==> src/rtl/result_frame_rx_if.sv <==
// Result-link receiver bus: byte stream, frame/error strobes, read-bank port and peak report.
interface result_frame_rx_if #(
  parameter int NBYTES = 8
);
  localparam int IW = $clog2(NBYTES);

  logic          byte_valid;
  logic [7:0]    byte_data;
  logic          frame_valid;
  logic [IW-1:0] rd_idx;
  logic [7:0]    rd_data;
  logic          frame_err;
  logic [7:0]    err_count;
  logic [IW-1:0] peak_idx;
  logic [7:0]    peak_val;

  modport master (
    output byte_valid, byte_data, frame_valid, rd_data, frame_err, err_count, peak_idx, peak_val,
    input  rd_idx
  );

  modport slave (
    input  byte_valid, byte_data, frame_valid, rd_data, frame_err, err_count, peak_idx, peak_val,
    output rd_idx
  );
endinterface

==> src/rtl/result_frame_rx.sv <==
// Correlator result link receiver: 8N1 UART, idle-gap framing, double-buffered frame bank.
// Optional FRAME_PEAK_EN adds a running argmax reported with each accepted frame.
module result_frame_rx #(
  parameter int CLK_FREQ = 48000000,
  parameter int SYM_RATE = 1200,
  parameter int NBYTES   = 8,
  parameter int GAP_SYMS = 20
) (
  input  logic              clk,
  input  logic              rst,
  input  logic              rx_serial,
  result_frame_rx_if.master bus
);
  localparam int SYM_CNT = CLK_FREQ / SYM_RATE;
  localparam int SCW     = $clog2(SYM_CNT);
  localparam int IW      = $clog2(NBYTES);
  localparam int GAP     = GAP_SYMS * SYM_CNT;
  localparam int GW      = $clog2(GAP + 1);

  localparam logic [SCW-1:0] HALF_M1 = SCW'(SYM_CNT / 2 - 1);
  localparam logic [SCW-1:0] FULL_M1 = SCW'(SYM_CNT - 1);
  localparam logic [GW-1:0]  GAP_M1  = GW'(GAP - 1);
  localparam logic [GW-1:0]  GAP_MAX = GW'(GAP);
  localparam logic [IW-1:0]  LAST    = IW'(NBYTES - 1);

  typedef enum logic [2:0] {RX_IDLE, RX_START, RX_DATA, RX_STOP, RX_BREAK} rx_state_t;
  typedef enum logic {F_HUNT, F_COLLECT} fr_state_t;

  rx_state_t     rx_state;
  fr_state_t     fr_state;
  logic          rx_meta, rx_sync, rx_prev;
  logic [SCW-1:0] cnt;
  logic [2:0]    bit_cnt;
  logic [7:0]    shreg;
  logic          byte_valid_r, stop_err;
  logic [7:0]    byte_data_r;
  logic [GW-1:0] gap_cnt;
  logic          gap_reach, store, last_byte;
  logic [IW-1:0] wr_ptr;
  logic [7:0]    wbuf [NBYTES];
  logic [7:0]    bank [NBYTES];
  logic          frame_valid_r, frame_err_r;
  logic [7:0]    err_cnt, rd_data_r;

  always_ff @(posedge clk) begin
    if (rst) begin
      rx_meta <= 1'b1;
      rx_sync <= 1'b1;
      rx_prev <= 1'b1;
    end else begin
      rx_meta <= rx_serial;
      rx_sync <= rx_meta;
      rx_prev <= rx_sync;
    end
  end

  always_ff @(posedge clk) begin
    if (rst) begin
      rx_state     <= RX_IDLE;
      cnt          <= '0;
      bit_cnt      <= '0;
      shreg        <= '0;
      byte_valid_r <= 1'b0;
      byte_data_r  <= '0;
      stop_err     <= 1'b0;
    end else begin
      byte_valid_r <= 1'b0;
      stop_err     <= 1'b0;
      case (rx_state)
        RX_IDLE:
          if (rx_prev && !rx_sync) begin
            rx_state <= RX_START;
            cnt      <= HALF_M1;
          end
        RX_START:
          if (cnt == '0) begin
            if (rx_sync) rx_state <= RX_IDLE;
            else begin
              rx_state <= RX_DATA;
              cnt      <= FULL_M1;
              bit_cnt  <= '0;
            end
          end else cnt <= cnt - 1'b1;
        RX_DATA:
          if (cnt == '0) begin
            shreg   <= {rx_sync, shreg[7:1]};
            cnt     <= FULL_M1;
            bit_cnt <= bit_cnt + 1'b1;
            if (bit_cnt == 3'd7) rx_state <= RX_STOP;
          end else cnt <= cnt - 1'b1;
        RX_STOP:
          if (cnt == '0) begin
            if (rx_sync) begin
              byte_valid_r <= 1'b1;
              byte_data_r  <= shreg;
              rx_state     <= RX_IDLE;
            end else begin
              stop_err <= 1'b1;
              rx_state <= RX_BREAK;
            end
          end else cnt <= cnt - 1'b1;
        RX_BREAK:
          if (rx_sync) rx_state <= RX_IDLE;
        default: rx_state <= RX_IDLE;
      endcase
    end
  end

  // gap_reach is a single-cycle event on the transition into GAP, not a level
  assign gap_reach = (rx_state == RX_IDLE) && rx_sync && (gap_cnt == GAP_M1);
  assign store     = (fr_state == F_COLLECT) && byte_valid_r;
  assign last_byte = (wr_ptr == LAST);

  always_ff @(posedge clk) begin
    if (rst) gap_cnt <= '0;
    else if (rx_state == RX_IDLE && rx_sync) begin
      if (gap_cnt != GAP_MAX) gap_cnt <= gap_cnt + 1'b1;
    end else gap_cnt <= '0;
  end

  always_ff @(posedge clk) begin
    if (rst) begin
      fr_state      <= F_HUNT;
      wr_ptr        <= '0;
      frame_valid_r <= 1'b0;
      frame_err_r   <= 1'b0;
      err_cnt       <= '0;
      for (int unsigned i = 0; i < NBYTES; i++) begin
        wbuf[i] <= '0;
        bank[i] <= '0;
      end
    end else begin
      frame_valid_r <= 1'b0;
      frame_err_r   <= 1'b0;
      if (stop_err) begin
        frame_err_r <= 1'b1;
        if (err_cnt != 8'hFF) err_cnt <= err_cnt + 1'b1;
        fr_state <= F_HUNT;
        wr_ptr   <= '0;
      end else if (fr_state == F_HUNT) begin
        if (gap_reach) begin
          fr_state <= F_COLLECT;
          wr_ptr   <= '0;
        end
      end else if (store) begin
        wbuf[wr_ptr] <= byte_data_r;
        if (last_byte) begin
          // last byte bypasses wbuf so the bank holds the whole frame in the frame_valid cycle
          for (int unsigned i = 0; i < NBYTES; i++)
            bank[i] <= (IW'(i) == wr_ptr) ? byte_data_r : wbuf[i];
          frame_valid_r <= 1'b1;
          wr_ptr        <= '0;
        end else wr_ptr <= wr_ptr + 1'b1;
      end else if (gap_reach && wr_ptr != '0) begin
        frame_err_r <= 1'b1;
        if (err_cnt != 8'hFF) err_cnt <= err_cnt + 1'b1;
        wr_ptr <= '0;
      end
    end
  end

  always_ff @(posedge clk) begin
    if (rst) rd_data_r <= '0;
    else if (int'(bus.rd_idx) < NBYTES) rd_data_r <= bank[bus.rd_idx];
    else rd_data_r <= '0;
  end

`ifdef FRAME_PEAK_EN
  logic [IW-1:0] run_idx, pk_idx, nxt_idx;
  logic [7:0]    run_val, pk_val, nxt_val;
  logic          take;

  always_comb begin
    take    = (wr_ptr == '0) || (byte_data_r > run_val);
    nxt_idx = take ? wr_ptr : run_idx;
    nxt_val = take ? byte_data_r : run_val;
  end

  always_ff @(posedge clk) begin
    if (rst) begin
      run_idx <= '0;
      run_val <= '0;
      pk_idx  <= '0;
      pk_val  <= '0;
    end else if (store && !stop_err) begin
      run_idx <= nxt_idx;
      run_val <= nxt_val;
      if (last_byte) begin
        pk_idx <= nxt_idx;
        pk_val <= nxt_val;
      end
    end
  end

  assign bus.peak_idx = pk_idx;
  assign bus.peak_val = pk_val;
`else
  assign bus.peak_idx = '0;
  assign bus.peak_val = '0;
`endif

  assign bus.byte_valid  = byte_valid_r;
  assign bus.byte_data   = byte_data_r;
  assign bus.frame_valid = frame_valid_r;
  assign bus.frame_err   = frame_err_r;
  assign bus.err_count   = err_cnt;
  assign bus.rd_data     = rd_data_r;
endmodule

==> src/flat_wrapper.sv <==
// flat-port wrapper written by rule: the top's interface ports become plain ports
module result_frame_rx_flat 
#(
  parameter int CLK_FREQ = 48000000,
  parameter int SYM_RATE = 1200,
  parameter int NBYTES   = 8,
  parameter int GAP_SYMS = 20
)
  (clk, rst, rx_serial, bus_byte_valid, bus_byte_data, bus_frame_valid, bus_rd_data, bus_frame_err, bus_err_count, bus_peak_idx, bus_peak_val, bus_rd_idx);
  result_frame_rx_if #(.NBYTES(NBYTES)) bus_i ();
  input  logic clk;
  input  logic rst;
  input  logic rx_serial;
  output wire logic [$bits(bus_i.byte_valid)-1:0] bus_byte_valid;
  output wire logic [$bits(bus_i.byte_data)-1:0] bus_byte_data;
  output wire logic [$bits(bus_i.frame_valid)-1:0] bus_frame_valid;
  output wire logic [$bits(bus_i.rd_data)-1:0] bus_rd_data;
  output wire logic [$bits(bus_i.frame_err)-1:0] bus_frame_err;
  output wire logic [$bits(bus_i.err_count)-1:0] bus_err_count;
  output wire logic [$bits(bus_i.peak_idx)-1:0] bus_peak_idx;
  output wire logic [$bits(bus_i.peak_val)-1:0] bus_peak_val;
  input wire logic [$bits(bus_i.rd_idx)-1:0] bus_rd_idx;
  assign bus_byte_valid = bus_i.byte_valid;
  assign bus_byte_data = bus_i.byte_data;
  assign bus_frame_valid = bus_i.frame_valid;
  assign bus_rd_data = bus_i.rd_data;
  assign bus_frame_err = bus_i.frame_err;
  assign bus_err_count = bus_i.err_count;
  assign bus_peak_idx = bus_i.peak_idx;
  assign bus_peak_val = bus_i.peak_val;
  assign bus_i.rd_idx = bus_rd_idx;
  result_frame_rx #(.CLK_FREQ(CLK_FREQ), .SYM_RATE(SYM_RATE), .NBYTES(NBYTES), .GAP_SYMS(GAP_SYMS)) u_core (.clk(clk), .rst(rst), .rx_serial(rx_serial), .bus(bus_i));
endmodule
==> config.mk <==
export PLATFORM = sky130hd
export DESIGN_NAME = result_frame_rx_flat
export DESIGN_NICKNAME = d
export VERILOG_FILES = /design/src/rtl/result_frame_rx_if.sv /design/src/rtl/result_frame_rx.sv /design/src/flat_wrapper.sv
export SDC_FILE = /design/constraint.sdc
export NUM_CORES = 1
export LEC_CHECK = 0
export CAP_MARGIN = 5
export CORE_AREA = 2 2 137 139
export CTS_CLUSTER_DIAMETER = 120
export CTS_CLUSTER_SIZE = 40
export DETAILED_ROUTE_END_ITERATION = 7
export DIE_AREA = 0 0 139 141
export PLACE_DENSITY_LB_ADDON = 0.2
export SLEW_MARGIN = 20
export SYNTH_ARGS = -nofsm -noshare
export SYNTH_HDL_FRONTEND = slang
export SYNTH_SLANG_ARGS = --single-unit
export TNS_END_PERCENT = 10
==> constraint.sdc <==
create_clock -name clk -period 3.6 [get_ports clk]
set_input_delay 0.72 -clock clk [delete_from_list [all_inputs] [get_ports clk]]
set_output_delay 0.72 -clock clk [all_outputs]
set_load 0.01 [all_outputs]
# Word level (Yosys, flattened, before mapping)
# Memory sizes are Yosys's and may differ from the RTL's. A register that Yosys moved wholly into a read port is not among the register bits.
# Index checks and enable logic that the tools add are counted.
[op_classes] add_sub_neg=5 mul=0 div_mod_pow=0 magnitude_cmp=0 n_eq_ne=27 shifts=0 n_mux=69 bitwise=11 reduce_logical=26
[ops] op="8-bit 2-to-1 mux" n=22
[ops] op="16-bit 2-to-1 mux" n=5
[ops] op="16-bit case mux with 4 select lines" n=1
[ops] op="3-bit 2-to-1 mux" n=16
[ops] op="1-bit 2-to-1 mux" n=22
[ops] op="20-bit by 1-bit adder with 20-bit output (second input constant)" n=1
[ops] op="20-bit equality test (second input constant)" n=1
[ops] op="20-bit != test (second input constant)" n=1
[ops] op="16-bit zero test" n=1
[ops] op="16-bit by 1-bit subtractor with 16-bit output (second input constant)" n=1
[ops] op="3-bit case mux with 5 select lines" n=1
[ops] op="2-bit by 1-bit != test with 1-bit output (second input constant)" n=7
[ops] op="3-bit equality test (first input constant)" n=4
[ops] op="3-bit equality test (second input constant)" n=3
[ops] op="8-bit by 1-bit adder with 8-bit output (second input constant)" n=1
[ops] op="8-bit != test (second input constant)" n=1
[ops] op="1-bit OR" n=8
[ops] op="4-bit AND reduction" n=2
[ops] op="2-bit nonzero test" n=4
[ops] op="8-bit OR reduction" n=1
[ops] op="3-bit by 1-bit adder with 3-bit output (second input constant)" n=2
[ops] op="2-bit by 3-bit equality test with 1-bit output (first input constant)" n=2
[ops] op="3-bit by 2-bit equality test with 1-bit output (second input constant)" n=2
[ops] op="3-bit zero test" n=2
[ops] op="other kinds (16)" n=27
[word_totals] ff_bits=77 latchBits=0 ramBits=128 rom_bits=0 in_bits=6 output_inout_bits=38 elab_cells=156 n_memories=2
[mem_list] memory="u_core.bank" depth=8 word_bits=8 read_ports=1 rd_clocked_by_memory_dff=1 wr=8 line_no="result_frame_rx.sv:41" text="logic [7:0] bank [NBYTES];"
[mem_list] memory="u_core.wbuf" depth=8 word_bits=8 read_ports=8 rd_clocked_by_memory_dff=0 wr=8 line_no="result_frame_rx.sv:40" text="logic [7:0] wbuf [NBYTES];"

# Logic depth before layout (Yosys ltp)
[logic_depth] ltp_word=8 depth_mapped=9 mapped_depth_nobuf=7

# Worst setup path before layout
# OpenSTA, ideal clock, no wires.
[synth_path] path_type="reg2reg" startpoint="reg u_core.wr_ptr[1]" endpoint="mem u_core.bank[0][0], enable pin" setup_ns=0.425 arrival_time_ns=2.757 t_required_ns=3.175 setup_slack_ns=0.417 stages_incl_launch_ff=5 n_path_buf=1 synth_period_minus_slack_ns=3.183 path_cell_list="dfxtp_1 -> ha_1 -> ha_1 -> clkbuf_1 -> a41o_1"
[synth_lines] element="start: declaration" line_no="result_frame_rx.sv:39" text="logic [IW-1:0] wr_ptr;"
[synth_lines] element="start signal: assignment" line_no="result_frame_rx.sv:153" text="end else wr_ptr <= wr_ptr + 1'b1;"
[synth_lines] element="end: declaration" line_no="result_frame_rx.sv:41"

# Worst setup path in the final report
[layout_path] startpoint="reg u_core.rx_state[2]" endpoint="reg u_core.err_cnt[5], in the netlist u_core.bus.err_count[5]"
[layout_between] elab_chain_len=6
[layout_lines] element="start: declaration" line_no="result_frame_rx.sv:29" text="rx_state_t rx_state;"
[layout_lines] element="start signal: assignment" line_no="result_frame_rx.sv:59" text="rx_state <= RX_IDLE;"
[layout_lines] element="start signal: assignment" line_no="result_frame_rx.sv:72" text="rx_state <= RX_START;"
[layout_lines] element="start signal: assignment" line_no="result_frame_rx.sv:77" text="if (rx_sync) rx_state <= RX_IDLE;"
[layout_lines] element="3-bit zero test" line_no="result_frame_rx.sv:110" text="assign gap_reach = (rx_state == RX_IDLE) && rx_sync && (gap_cnt == GAP_M1);"
[layout_lines] element="1-bit logical AND (2 in series)" line_no="result_frame_rx.sv:110"
[layout_lines] element="1-bit logical AND" line_no="result_frame_rx.sv:154" text="end else if (gap_reach && wr_ptr != '0) begin"
[layout_lines] element="2-bit nonzero test (no source line)"
[layout_lines] element="3-bit AND reduction (no source line)"
[layout_lines] element="end signal: assignment" line_no="result_frame_rx.sv:137" text="if (err_cnt != 8'hFF) err_cnt <= err_cnt + 1'b1;"
[layout_lines] element="end signal: assignment" line_no="result_frame_rx.sv:156" text="if (err_cnt != 8'hFF) err_cnt <= err_cnt + 1'b1;"
[layout_lines] element="end: declaration" line_no="result_frame_rx.sv:43" text="logic [7:0] err_cnt, rd_data_r;"
# Every way passes these cells.
# A chain may end at the register's enable or synchronous reset.

==> qor.yml <==
grt:
  antenna_found_initial: 0
  grt-ovfl-total: 0
  track_usage_pct: 20.3
  grt_max_degree: 75
  grt_pass1_vias: 6193
  grt_pass1_wl_um: 32400
drt:
  vias: 6366
  dr.pass1.iters: 5
  wirelength_um: 19700
  wl_per_cell_um: 17.3
  routed_via_density: 5.58
  drcViolationCount: 0
  drt-initial-drc-count: 413
  ant_nets: 0
worst_setup_path:
  cp_cell_sequence: "or4b_1 -> or4_1 -> o31a_1 -> nor4_1 -> mux2_2"
  cp_slowest_stage_delay_ns: 0.57
  cp.arrival_ns: 3.24
  worstSetupPathType: "reg -> reg"
  crit_path_start_kind: "register"
  crit_family: "simple AND/OR/NAND/NOR gates"
  crit_buf_inv: 0
  slowest_stage: "or4b_1"
  cp_max_fo: 16
  crit_required_ns: 3.94
  worstSetupEndpointType: "register"
synthesis:
  synth_edf_count: 128
  synth-seq-cells: 213
  synthAdderAreaFrac_pct: 1.54
  avgSynthCellArea_um2: 10.9
  post_synth_main_area_contributors: "edfxtp_1 (39%), dfxtp_1 (17%), mux2i_1 (5.0%)"
  synth-compound-area-share_pct: 7.08
  synthXorXnorAreaFrac_pct: 2.15
  synth_top_area_cell: "edfxtp_1"
  syn_area_mm2: 0.00978
  synth_warnings: 0
  synthMuxAreaShare_pct: 8.93
  async_reset_ff_share_pct: 0
  seq_area_frac_synth_pct: 56.7
  syn-instance-count: 899
  yosysUniqueCellTypes: 59
  synth-simple-area-share_pct: 19.7
  synthDominantCellAreaShare_pct: 39.3
  synth_top_family_by_area: "simple AND/OR/NAND/NOR gates"
  ys.flop_type: "edfxtp_1"
clock_tree:
  cts_tree: "built"
  cts_buffer_depth: 3
  holdBufCountCts: 0
  htree_levels: 1
  cts.sinks: 213
  root_buffer: "clkbuf_16"
  post_cts_resized: 0
  cts_buffers: 9
  post-cts-setup-buffer-count: 0
  clkLatencyLatePin_ns: 0.48
  clkTransAtPathRegs_ns: 0.14
flow_run:
  max-cap-violations: 0
sta:
  max_freq_ghz: 0.346
  drv_slew: 0
  min_period_over_period_pct: 80.4
  setup_viol: 0
  rsz0062_at_grt: "no"
  setup_slack_ns: 0.706
  setup_tns_ns: 0
  hold_viol: 0
  worst_slew_pin_slew_ns: 1.10
  period_minus_slack_ns: 2.89
  timing.slew.headroom_pct: 25.8
  finalClockSkew_ns: 0.0431
die:
  initial_utilization_pct: 53.5
  chipHeight_um: 141
  die_x_um: 139
  io_pins: 44
  core-area_mm2: 0.0183
  fp.dieArea_mm2: 0.0196
  rows: 50
cells_and_area:
  drive_gt1_share_pct: 7.40
  fin_nets: 922
  nFillCells: 1583
  areaGrowthSynthToFinish_pct: 8.00
  multi_input_area_mm2: 0.00390
  seqCellArea_mm2: 0.00555
  diodes: 0
power:
  p_sw_share_pct: 24.9
  cellPowerDensity_mw_per_mm2: 430
  pwr-share-seq_pct: 60.9
  p_leak_nw: 3.81
  comb_power_share_pct: 12.1
  p_clk_share_pct: 27.0
  p_switching_mw: 1.13
  ir_drop_mv: 0.316
  p_int_mw: 3.41
place:
  dp_hpwl_um: 13400
  portBuffers: 32
  place_ws_ns: 0.773
  gp_congestion: 0.874
outcome:
  status: "completed"
min_path:
  hold_class: "reg -> reg"
-- cell usage after synthesis (all sizes together) (3+ instances only) --
library cell / count
a2111oi: 3
a211oi: 3
a21o: 3
a21oi: 63
a221oi: 3
a31oi: 3
and2: 68
and3: 7
and4: 3
buf: 32
clkbuf: 38
dfxtp: 85
edfxtp: 128
ha: 12
inv: 17
mux2i: 49
mux4: 16
nand2: 93
nand2b: 6
nand3: 41
nand4: 6
nor2: 89
nor2b: 4
nor3: 11
nor4: 9
o21ai: 16
o31ai: 5
or2: 10
or3: 4
or3b: 3
or4: 14
xnor2: 13
xor2: 11
-- power by group through the flow --
stage               sequential (mW)  combinational (mW)  clock, mW
global placement               2.82               0.547          0
CTS                            2.76               0.552       1.26
floorplan                      2.80               0.426          0
finish                         2.76               0.549       1.22
global route                   2.78               0.618       1.33
detailed placement             2.82               0.550          0
-- placed cells by master (no fill, tap or decap), types with 14 or more instances in the layout --
cell type        Yosys  routed
edfxtp_1           128     128
a21oi_1             63      63
buf_4               11      21
clkdlybuf4s50_1      0      31
inv_1               17      17
nor2_1              89      89
or4_1               14      14
nand3_1             41      41
and2_1              68      68
mux2i_1             49      49
mux4_2              16      16
dfxtp_1             85      85
o21ai_0             16      16
nand2_1             93      93
-- sequential cells by signal (all words and copies together), names as in the netlist, 3 cells and up --
register              flops
u_core.rx_state           3
u_core.bit_cnt            3
u_core.bus.rd_data        8
u_core.bus.err_count      8
u_core.bus.byte_data      8
u_core.gap_cnt           20
u_core.shreg              8
u_core.bank              64
u_core.wr_ptr             3
u_core.cnt               16
u_core.wbuf              64
-- logic make-up (layout without fill, tap and decap cells) --
kind of cell	Yosys count	after routing
AND/OR/NAND/NOR	379	379
flip-flops	213	213
AO/OA/AOI/OAI	116	116
buffers and inverters	87	84
multiplexers	67	67
XOR/XNOR	24	24
adder cells (fa/ha/maj)	12	12
other	1	11
-- through the flow --
stage	hold slack, ns	util, %	std cells	power (mW)	area, um^2
3_5_place_dp	0.412	56.4	1127	3.37	10300
4_1_cts	0.446	57.8	1140	4.58	10600
5_1_grt	0.459	57.8	1140	4.73	10600
6_report	0.453	57.8	1140	4.54	10600
3_3_place_gp	0.429	56.4	1127	3.36	10300
2_1_floorplan	0.389	-	909	3.23	9820
-- path summary, 6_finish.rpt --
check,slack [ns],from,cells after the start,end
max,0.71,u_core.rx_state[2],5,u_core.bus.err_count[5]
max reg2reg,0.71,u_core.rx_state[2],5,u_core.bus.err_count[5]
min reg2reg,0.45,u_core.rx_meta,1,u_core.rx_sync
min,0.45,u_core.rx_meta,1,u_core.rx_sync
-- area by class of cell --
type,instances,area share [%]
clock buffer,12,2.24
timing repair buffer,54,4.67
clock inverter,1,0.284
inverter,17,0.604
multi-input combinational,609,36.9
sequential,213,52.5
tap,234,2.77
-- per-layer routing --
| metal | vias up | wire [um] | global-route usage, % |
|---|---|---|---|
| li1 | 3186 | - | - |
| met5 | - | 0 | 0 |
| met4 | 0 | 189 | 3.77 |
| met1 | 3044 | 9190 | 28.2 |
| met3 | 15 | 729 | 2.24 |
| met2 | 121 | 9620 | 35.3 |
No activity file was read; power rests on OpenSTA's default activity.
